<file path="config.mk">
export PLATFORM = sky130hd
export DESIGN_NAME = parking_lane_arbiter_flat
export DESIGN_NICKNAME = d
export VERILOG_FILES = /design/src/rtl/parking_lane_arbiter_if.sv /design/src/rtl/parking_lane_arbiter.sv /design/src/flat_wrapper.sv
export SDC_FILE = /design/constraint.sdc
export NUM_CORES = 1
export LEC_CHECK = 0
export CAP_MARGIN = 5
export CORE_MARGIN = 1.5
export CORE_UTILIZATION = 52
export CTS_BUF_LIST = sky130_fd_sc_hd__clkbuf_8
export DETAILED_ROUTE_END_ITERATION = 12
export GPL_TIMING_DRIVEN = 0
export PLACE_DENSITY = 0.9
export SKIP_LAST_GASP = 1
export SYNTH_ARGS = -nofsm -noshare
export SYNTH_HDL_FRONTEND = slang
export SYNTH_SLANG_ARGS = --single-unit
</file>
<file path="constraint.sdc">
create_clock -name clk -period 2.6 [get_ports clk]
set_input_delay 0.52 -clock clk [delete_from_list [all_inputs] [get_ports clk]]
set_output_delay 0.52 -clock clk [all_outputs]
set_load 0.01 [all_outputs]
</file>
<file path="src/rtl/parking_lane_arbiter_if.sv">
// Parking lane arbiter bus: requests, crossing events, gates, BCD count.
// master drives requests/events/tick; slave is the arbiter.
interface parking_lane_arbiter_if;
  logic       tick;
  logic       entry_req;
  logic       exit_req;
  logic       vehicle_entered;
  logic       vehicle_exited;
  logic       gate_in;
  logic       gate_out;
  logic [3:0] unidades;
  logic [3:0] decenas;
  logic       full;
  logic       empty;
  logic       timeout_err;
  logic       wrong_way;
  logic       intrusion;

  modport master (
    output tick, entry_req, exit_req,
    output vehicle_entered, vehicle_exited,
    input  gate_in, gate_out, unidades, decenas,
    input  full, empty, timeout_err, wrong_way, intrusion
  );

  modport slave (
    input  tick, entry_req, exit_req,
    input  vehicle_entered, vehicle_exited,
    output gate_in, gate_out, unidades, decenas,
    output full, empty, timeout_err, wrong_way, intrusion
  );
endinterface

</file>
<file path="src/rtl/parking_lane_arbiter.sv">
// Single-lane parking gate arbiter with BCD occupancy count.
// Ports: clk, reset_btn (async low), bus (slave). Option: PARKING_INTRUSION_EN.
module parking_lane_arbiter #(
  parameter int unsigned CAPACITY      = 99,
  parameter int unsigned TIMEOUT_TICKS = 500,
  parameter int unsigned HOLD_TICKS    = 20
) (
  input logic clk,
  input logic reset_btn,
  parking_lane_arbiter_if.slave bus
);

  localparam int unsigned CMAX =
    (TIMEOUT_TICKS > HOLD_TICKS) ? TIMEOUT_TICKS : HOLD_TICKS;
  localparam int CW = $clog2(CMAX + 1);
  localparam logic [3:0] CAP_T = 4'(CAPACITY / 10);
  localparam logic [3:0] CAP_U = 4'(CAPACITY % 10);
  localparam logic [CW-1:0] TO_LAST = CW'(TIMEOUT_TICKS - 1);
  localparam logic [CW-1:0] HO_LAST = CW'(HOLD_TICKS - 1);

  typedef enum logic [1:0] {
    IDLE, GRANT_IN, GRANT_OUT, CLEAR
  } state_t;

  state_t        state_q, state_d;
  logic [1:0]    sync_q;
  logic          run;
  logic [CW-1:0] cnt_q;
  logic          last_out_q, last_out_d;
  logic [3:0]    units_q, units_d;
  logic [3:0]    tens_q, tens_d;
  logic          gin_q, gout_q;
  logic          to_q, to_d;
  logic          ww_q, ww_d;
  logic          inc, dec, stray;
  logic          full, empty;
  logic          ent_ok, ex_ok;
  logic          to_hit, ho_hit;

  // Assert is immediate; release takes two edges.
  always_ff @(posedge clk or negedge reset_btn) begin
    if (!reset_btn) sync_q <= '0;
    else            sync_q <= {sync_q[0], 1'b1};
  end

  assign run = sync_q[1];

  assign full  = (tens_q == CAP_T) && (units_q == CAP_U);
  assign empty = (tens_q == 4'd0) && (units_q == 4'd0);

  assign ent_ok = bus.entry_req && !full;
  assign ex_ok  = bus.exit_req && !empty;
  assign to_hit = bus.tick && (cnt_q == TO_LAST);
  assign ho_hit = bus.tick && (cnt_q == HO_LAST);

  always_comb begin
    state_d    = state_q;
    last_out_d = last_out_q;
    inc        = 1'b0;
    dec        = 1'b0;
    stray      = 1'b0;
    to_d       = 1'b0;
    ww_d       = 1'b0;
    unique case (state_q)
      IDLE: begin
        stray = 1'b1;
        // Entry wins unless exit also eligible and entry went last.
        if (ent_ok && (!ex_ok || last_out_q)) begin
          state_d    = GRANT_IN;
          last_out_d = 1'b0;
        end else if (ex_ok) begin
          state_d    = GRANT_OUT;
          last_out_d = 1'b1;
        end
      end
      GRANT_IN: begin
        ww_d = bus.vehicle_exited;
        if (bus.vehicle_entered) begin
          inc     = 1'b1;
          state_d = CLEAR;
        end else if (to_hit) begin
          to_d    = 1'b1;
          state_d = CLEAR;
        end
      end
      GRANT_OUT: begin
        ww_d = bus.vehicle_entered;
        if (bus.vehicle_exited) begin
          dec     = 1'b1;
          state_d = CLEAR;
        end else if (to_hit) begin
          to_d    = 1'b1;
          state_d = CLEAR;
        end
      end
      CLEAR: begin
        stray = 1'b1;
        if (ho_hit) state_d = IDLE;
      end
      default: state_d = IDLE;
    endcase
    if (stray) begin
      inc = bus.vehicle_entered && !bus.vehicle_exited;
      dec = bus.vehicle_exited && !bus.vehicle_entered;
    end
    if (!run) begin
      state_d    = state_q;
      last_out_d = last_out_q;
      inc        = 1'b0;
      dec        = 1'b0;
      stray      = 1'b0;
      to_d       = 1'b0;
      ww_d       = 1'b0;
    end
  end

  always_comb begin
    units_d = units_q;
    tens_d  = tens_q;
    unique case (1'b1)
      (inc && !full): begin
        if (units_q == 4'd9) begin
          units_d = 4'd0;
          tens_d  = tens_q + 4'd1;
        end else begin
          units_d = units_q + 4'd1;
        end
      end
      (dec && !empty): begin
        if (units_q == 4'd0) begin
          units_d = 4'd9;
          tens_d  = tens_q - 4'd1;
        end else begin
          units_d = units_q - 4'd1;
        end
      end
      default: ;
    endcase
  end

  always_ff @(posedge clk or negedge reset_btn) begin
    if (!reset_btn) begin
      state_q    <= IDLE;
      cnt_q      <= '0;
      last_out_q <= 1'b1;
      units_q    <= 4'd0;
      tens_q     <= 4'd0;
      gin_q      <= 1'b0;
      gout_q     <= 1'b0;
      to_q       <= 1'b0;
      ww_q       <= 1'b0;
    end else begin
      state_q    <= state_d;
      last_out_q <= last_out_d;
      units_q    <= units_d;
      tens_q     <= tens_d;
      gin_q      <= (state_d == GRANT_IN);
      gout_q     <= (state_d == GRANT_OUT);
      to_q       <= to_d;
      ww_q       <= ww_d;
      if (state_d != state_q)
        cnt_q <= '0;
      else if (run && bus.tick && state_q != IDLE)
        cnt_q <= cnt_q + CW'(1);
    end
  end

`ifdef PARKING_INTRUSION_EN
  logic intr_q;

  always_ff @(posedge clk or negedge reset_btn) begin
    if (!reset_btn) intr_q <= 1'b0;
    else intr_q <= stray && (bus.vehicle_entered || bus.vehicle_exited);
  end

  assign bus.intrusion = intr_q;
`else
  assign bus.intrusion = 1'b0;
`endif

  assign bus.gate_in     = gin_q;
  assign bus.gate_out    = gout_q;
  assign bus.unidades    = units_q;
  assign bus.decenas     = tens_q;
  assign bus.full        = full;
  assign bus.empty       = empty;
  assign bus.timeout_err = to_q;
  assign bus.wrong_way   = ww_q;

endmodule
</file>
<file path="src/flat_wrapper.sv">
// flat-port wrapper written by rule: the top's interface ports become plain ports
module parking_lane_arbiter_flat 
#(
  parameter int unsigned CAPACITY      = 99,
  parameter int unsigned TIMEOUT_TICKS = 500,
  parameter int unsigned HOLD_TICKS    = 20
)
  (clk, reset_btn, bus_tick, bus_entry_req, bus_exit_req, bus_vehicle_entered, bus_vehicle_exited, bus_gate_in, bus_gate_out, bus_unidades, bus_decenas, bus_full, bus_empty, bus_timeout_err, bus_wrong_way, bus_intrusion);
  parking_lane_arbiter_if bus_i ();
  input logic clk;
  input logic reset_btn;
  input wire logic [$bits(bus_i.tick)-1:0] bus_tick;
  input wire logic [$bits(bus_i.entry_req)-1:0] bus_entry_req;
  input wire logic [$bits(bus_i.exit_req)-1:0] bus_exit_req;
  input wire logic [$bits(bus_i.vehicle_entered)-1:0] bus_vehicle_entered;
  input wire logic [$bits(bus_i.vehicle_exited)-1:0] bus_vehicle_exited;
  output wire logic [$bits(bus_i.gate_in)-1:0] bus_gate_in;
  output wire logic [$bits(bus_i.gate_out)-1:0] bus_gate_out;
  output wire logic [$bits(bus_i.unidades)-1:0] bus_unidades;
  output wire logic [$bits(bus_i.decenas)-1:0] bus_decenas;
  output wire logic [$bits(bus_i.full)-1:0] bus_full;
  output wire logic [$bits(bus_i.empty)-1:0] bus_empty;
  output wire logic [$bits(bus_i.timeout_err)-1:0] bus_timeout_err;
  output wire logic [$bits(bus_i.wrong_way)-1:0] bus_wrong_way;
  output wire logic [$bits(bus_i.intrusion)-1:0] bus_intrusion;
  assign bus_i.tick = bus_tick;
  assign bus_i.entry_req = bus_entry_req;
  assign bus_i.exit_req = bus_exit_req;
  assign bus_i.vehicle_entered = bus_vehicle_entered;
  assign bus_i.vehicle_exited = bus_vehicle_exited;
  assign bus_gate_in = bus_i.gate_in;
  assign bus_gate_out = bus_i.gate_out;
  assign bus_unidades = bus_i.unidades;
  assign bus_decenas = bus_i.decenas;
  assign bus_full = bus_i.full;
  assign bus_empty = bus_i.empty;
  assign bus_timeout_err = bus_i.timeout_err;
  assign bus_wrong_way = bus_i.wrong_way;
  assign bus_intrusion = bus_i.intrusion;
  parking_lane_arbiter #(.CAPACITY(CAPACITY), .TIMEOUT_TICKS(TIMEOUT_TICKS), .HOLD_TICKS(HOLD_TICKS)) u_core (.clk(clk), .reset_btn(reset_btn), .bus(bus_i));
endmodule
</file>
==> flow_summary.ini, run 1 <==
[clock_network]
clockBufferDepth = 2
cts.sinks = 26
root_buffer = clkbuf_8
cts_made_buffers = 3
h-tree-depth = 1
tritoncts = done
clk_pin_slew_worst_paths_ps = 90
clock_latency_ps = 280

[timing]
fin_crit_sh = 0.956
fin_ws_ps = 114
tightest_slew_ps = 609
clock_skew_ps = 2.91
max_freq_ghz = 0.402
finalHoldViolCount = 0
finalMaxSlewViolations = 0
fin_crit_ps = 2490
relSlewSlack = 0.588
fin_tns_setup_ps = 0
finalSetupViolations = 0
rsz0062_at_grt = yes

[worst_setup_path]
critPathArrivalTime_ps = 2650
cp_max_fo = 6
crit_required_ps = 2760
endpoint_kind = flip-flop
cp-endpoint = u_core.bus.decenas[3]
crit_type = flip-flop to flip-flop
startpoint = u_core.state_q[0]
startpoint_type = flip-flop
reg2reg_slack_ps = 110
rr_startpoint = u_core.state_q[0]
worstRegToRegCells = 12
rr_endpoint = u_core.bus.decenas[3]

[job]
maxCapViolations = 0

[yosys]
synthCells = 184
yosys_warnings = 0
ys_seq_area_frac = 0.369
synth.top_cell.area_share = 0.354
synth.avg_cell_area_um2 = 9.59
async_flop_share = 1.00
synthTopCellsByCount = 25 x dfrtp_1, 16 x nand2_1, 11 x nor2_1
synth_top_cell_by_area = dfrtp_1
yosysUniqueCellTypes = 57
synth_edf_count = 0
synthesis.area_um2 = 1770
synthesis.nets = 200
synthTopCellsByArea = dfrtp_1 35%, ha_1 5.7%, nor3_2 5.1%
yosysMostFrequentCell = dfrtp_1
ys.flop_type = dfrtp_1
ys_ff_latch = 26

[global_routing]
grtUsageMet3 = 0.0315
gr-usage-all-layers = 0.221
grt_pass1_wl_mm = 6.10
antenna_found_initial = 0
grt_busiest_layer = met2
grt_pass1_vias = 1389
grt_util_met1 = 0.281
grt_start_max_net_pins = 27
grt_use_met2 = 0.383
grt_remaining_overflow = 0

[worst_hold_path]
min_path_type = flip-flop to flip-flop

[floorplan]
die-height_um = 61.3
num_io_pins = 22
die_area_um2 = 3750
chipWidth_um = 61.3
rows = 20
start_util = 0.564
core_area_um2 = 3130

[final_layout]
fin_area_um2 = 2200
drive_above_1_share = 0.186
fill_cells = 220
multi_input_area_um2 = 1080
seqCellArea_um2 = 654
fin_nets = 232
postLayoutCoreUtil = 0.704
area_growth_pct = 24.7
diodes = 0
fin_cells = 259

[place]
dpl_cell_area_um2 = 2020
portBuffers = 20
place_worst_setup_slack_ps = -261
dp.cells = 248
place_congestion = 0.815
dp_hpwl_mm = 2.55

[route]
routed_wl_mm = 3.81
drt_pass1_iterations = 4
dr.first_iter.drc_count = 129
wl_per_cell_um = 14.7
route.detailed.drc = 0
vias = 1502
vias_per_cell = 5.80
ant_nets = 0

[power_and_ir_drop]
irDropWorstVdd_mv = 0.596
p_leak_nw = 0.956
p_per_area_nw_per_um2 = 996

[status]
status = completed
-- power breakdown --
group / switching, mW / internal (mW)
sequential: 0.0847 / 0.512
combinational: 0.744 / 0.615
clock: 0.131 / 0.106
total: 0.960 / 1.23
-- registers in the layout, indices dropped and copies added, names as in the netlist --
signal / count
u_core.state_q: 2
u_core.bus.gate_in: 1
u_core.bus.gate_out: 1
u_core.bus.unidades: 4
u_core.bus.decenas: 4
u_core.last_out_q: 1
u_core.cnt_q: 9
u_core.sync_q: 2
u_core.bus.wrong_way: 1
u_core.bus.timeout_err: 1
-- how the worst min path moves through the flow --
stage / slack, ps / cells past startpoint / start / to
after global routing: 370 / 0 / u_core.sync_q[0] / u_core.sync_q[1]
final: 350 / 0 / u_core.sync_q[0] / u_core.sync_q[1]
after detailed placement: 330 / 0 / u_core.sync_q[0] / u_core.sync_q[1]
after global placement: 330 / 0 / u_core.sync_q[0] / u_core.sync_q[1]
after floorplan: 220 / 0 / reset_btn / u_core.bus.decenas[0]
after CTS: 360 / 0 / u_core.sync_q[0] / u_core.sync_q[1]
-- kinds of logic after synthesis --
logic type	after synthesis	share of synthesized area
compound gates	39	0.164
xor+xnor	15	0.0744
fa+ha+maj	9	0.0680
buf+inv	20	0.0531
flops	26	0.369
mux	1	0.00567
other cells	2	0.00425
simple gates	72	0.261
-- layout by cell type, fill, tap and decap left out, drive strengths merged, types with 5 or more instances in the layout --
cell type	count
dfrtp	25
clkdlybuf4s50	19
nand2	16
nor3	13
buf	13
nor2	12
inv	11
xor2	8
ha	8
o21ai	8
xnor2	7
nand3	6
clkbuf	6
nand4	5
nor4	5
-- per-stage QoR --
step                hold slack, ps  total power, mW
floorplan                      224             1.47
global placement               333             1.75
detailed placement             335             1.78
CTS                            356             2.07
global route                   365             2.36
finish                         355             2.19
-- worst max-delay path: stages, from the launching register on --
cell     delay (ps)
dfrtp_2         430
inv_4           110
ha_4            220
and2_1          170
o211a_1         270
nand2_4         120
inv_1            70
ha_1            280
a21o_1          200
a21oi_2         140
xnor2_1         130
nor2_1           70
xor2_1          160
-- final cells by class --
cell class | instances | area share
Multi-Input combinational cell | 138 | 0.489
Sequential cell | 26 | 0.297
Timing Repair Buffer | 27 | 0.125
Tap cell | 44 | 0.0250
Buffer | 9 | 0.0239
Inverter | 11 | 0.0199
Clock buffer | 3 | 0.0188
Clock inverter | 1 | 0.00170
-- metal layers --
metal  up-vias  part of all wire
li1        734                 -
met1       711              0.44
met2        46              0.50
met3        11             0.035
met4         0             0.025
met5         -                 0
-- timing repair --
action                                  in CTS  in global routing
setup buffers                                3                  3
endpoints found under the setup margin       1                  3
hold buffers                                 0                  0
cloned                                       0                  0
pin swaps                                    0                  2
gates resized for setup                      5                  9
No activity file was read; power rests on OpenSTA's default activity.
==> inputs of run 2 (changes only) <==
Settings changed: ABC_CLOCK_PERIOD_IN_PS from default to 3200, CORE_UTILIZATION 52 to 62, PLACE_DENSITY 0.9 to 0.95.
Clock period 2.6 ns to 3.2 ns, I/O delays scaled along.
==> run 2 against run 1 <==
Total power down 20%. Via count up 1.3%. Clock-buffer cell count unchanged. Cell area down 5.7%. Worst setup slack better by 99 ps. Sequential power down 17%. First-iteration DRC count down 51%. Utilization up 5.5 points. Global-route usage up 4.5 points. Critical endpoint unchanged.
==> flow_summary.ini, run 2 (synthesis results as in run 1) <==
[route]
wl_per_cell_um = 16.1
route.detailed.drc = 0
drt_pass1_iterations = 4
vias = 1522
routed_wl_mm = 3.84
dr.first_iter.drc_count = 63
ant_nets = 0
vias_per_cell = 6.37

[floorplan]
chipWidth_um = 56.4
num_io_pins = 22
rows = 19
die-height_um = 56.4
die_area_um2 = 3180
core_area_um2 = 2730
start_util = 0.646

[power_and_ir_drop]
p_total_mw = 1.76
irDropWorstVdd_mv = 0.678
p_per_area_nw_per_um2 = 846
p_leak_nw = 0.900

[place]
dpl_cell_area_um2 = 2000
dp_hpwl_mm = 2.74
portBuffers = 20
place_congestion = 0.859
dp.cells = 235

[clock_network]
h-tree-depth = 1
clockBufferDepth = 2
post_cts_buffers = 0
cts_made_buffers = 3
tritoncts = done
clock_latency_ps = 270
cts_resized = 0
root_buffer = clkbuf_8
clk_pin_slew_worst_paths_ps = 90
cts.sinks = 26
postCtsHoldBufs = 0

[final_layout]
diodes = 0
drive_above_1_share = 0.120
final_cell_mix = 25 x dfrtp_1, 20 x clkdlybuf4s50_1, 16 x nand2_1, 11 x nor2_1, 10 x inv_1
layout_commonest_cell = dfrtp_1
regMostFlops = u_core.cnt_q
fin_nets = 225
largest_register_ff_count = 9
postLayoutCoreUtil = 0.759
fin_cells = 239
fill_cells = 179
fin_area_um2 = 2080
area_growth_pct = 17.6

[global_routing]
grt_pass1_wl_mm = 6.74
grt_pass1_vias = 1454
gr-usage-all-layers = 0.265
grt_start_max_net_pins = 27
antenna_found_initial = 0
grt_remaining_overflow = 0

[job]
maxCapViolations = 0

[worst_setup_path]
critPathArrivalTime_ps = 3150
crit_required_ps = 3360
crit_type = flip-flop to flip-flop
startpoint_type = flip-flop
cp_max_fo = 8
endpoint_kind = flip-flop
worstRegToRegCells = 12

[timing]
clock_skew_ps = 3.79
tightest_slew_ps = 1180
max_freq_ghz = 0.335
fin_crit_sh = 0.934
fin_crit_ps = 2990
finalHoldViolCount = 0
rsz0062_at_grt = no
finalMaxSlewViolations = 0
relSlewSlack = 0.210
fin_tns_setup_ps = 0
finalSetupViolations = 0

[worst_hold_path]
min_path_type = flip-flop to flip-flop
holdPathStages = 0

[status]
status = completed
-- run 2: through the flow --
stage                     setup WS (ps)  hold WS (ps)
after CTS                           223           362
after detailed placement            201           340
after global placement              318           333
final                               213           362
after global routing               19.7           376
after floorplan                     593           331
-- run 2: worst paths after layout --
kind / slack (ps) / endpoint / from
max in group asynchronous: 1510 / u_core.bus.decenas[3] / reset_btn
hold reg to reg: 360 / u_core.sync_q[1] / u_core.sync_q[0]
setup / recovery: 210 / u_core.bus.decenas[3] / u_core.state_q[1]
hold / removal: 360 / u_core.sync_q[1] / u_core.sync_q[0]
setup reg to reg: 210 / u_core.bus.decenas[3] / u_core.state_q[1]
min in group asynchronous: 990 / u_core.state_q[1] / reset_btn
-- run 2: area by class of cell --
class,count,area [µm²],share of cell area
clock buffers,3,41.3,0.0199
multi-input cells,138,1020,0.491
well taps,31,38.8,0.0187
clock inverters,1,30.0,0.0145
plain buffers,9,52.6,0.0253
flip-flops and latches,26,652,0.314
repair buffers,20,200,0.0964
inverters,11,41.3,0.0199
-- run 2: report_power, final --
| part | internal, mW | switching (mW) |
|---|---|---|
| logic | 0.428 | 0.555 |
| registers | 0.414 | 0.0822 |
| clock network | 0.168 | 0.108 |
-- run 2: layer usage --
metal	track usage	wire, µm	part of all wire
met1	0.358	1650	0.43
met3	0.0461	221	0.057
met2	0.429	1920	0.50
met5	0	0	0
met4	0.0986	46	0.012
-- run 2: worst max-delay path, cell delays in order (launching register included) --
cell and delay (ps):
dfrtp_1 540, inv_1 160, ha_1 360, and2_1 190, o211a_1 250, nand2_1 230, inv_1 110, ha_1 280
a21o_1 180, a21oi_1 180, xnor2_1 150, nor2_1 80, xor2_1 160
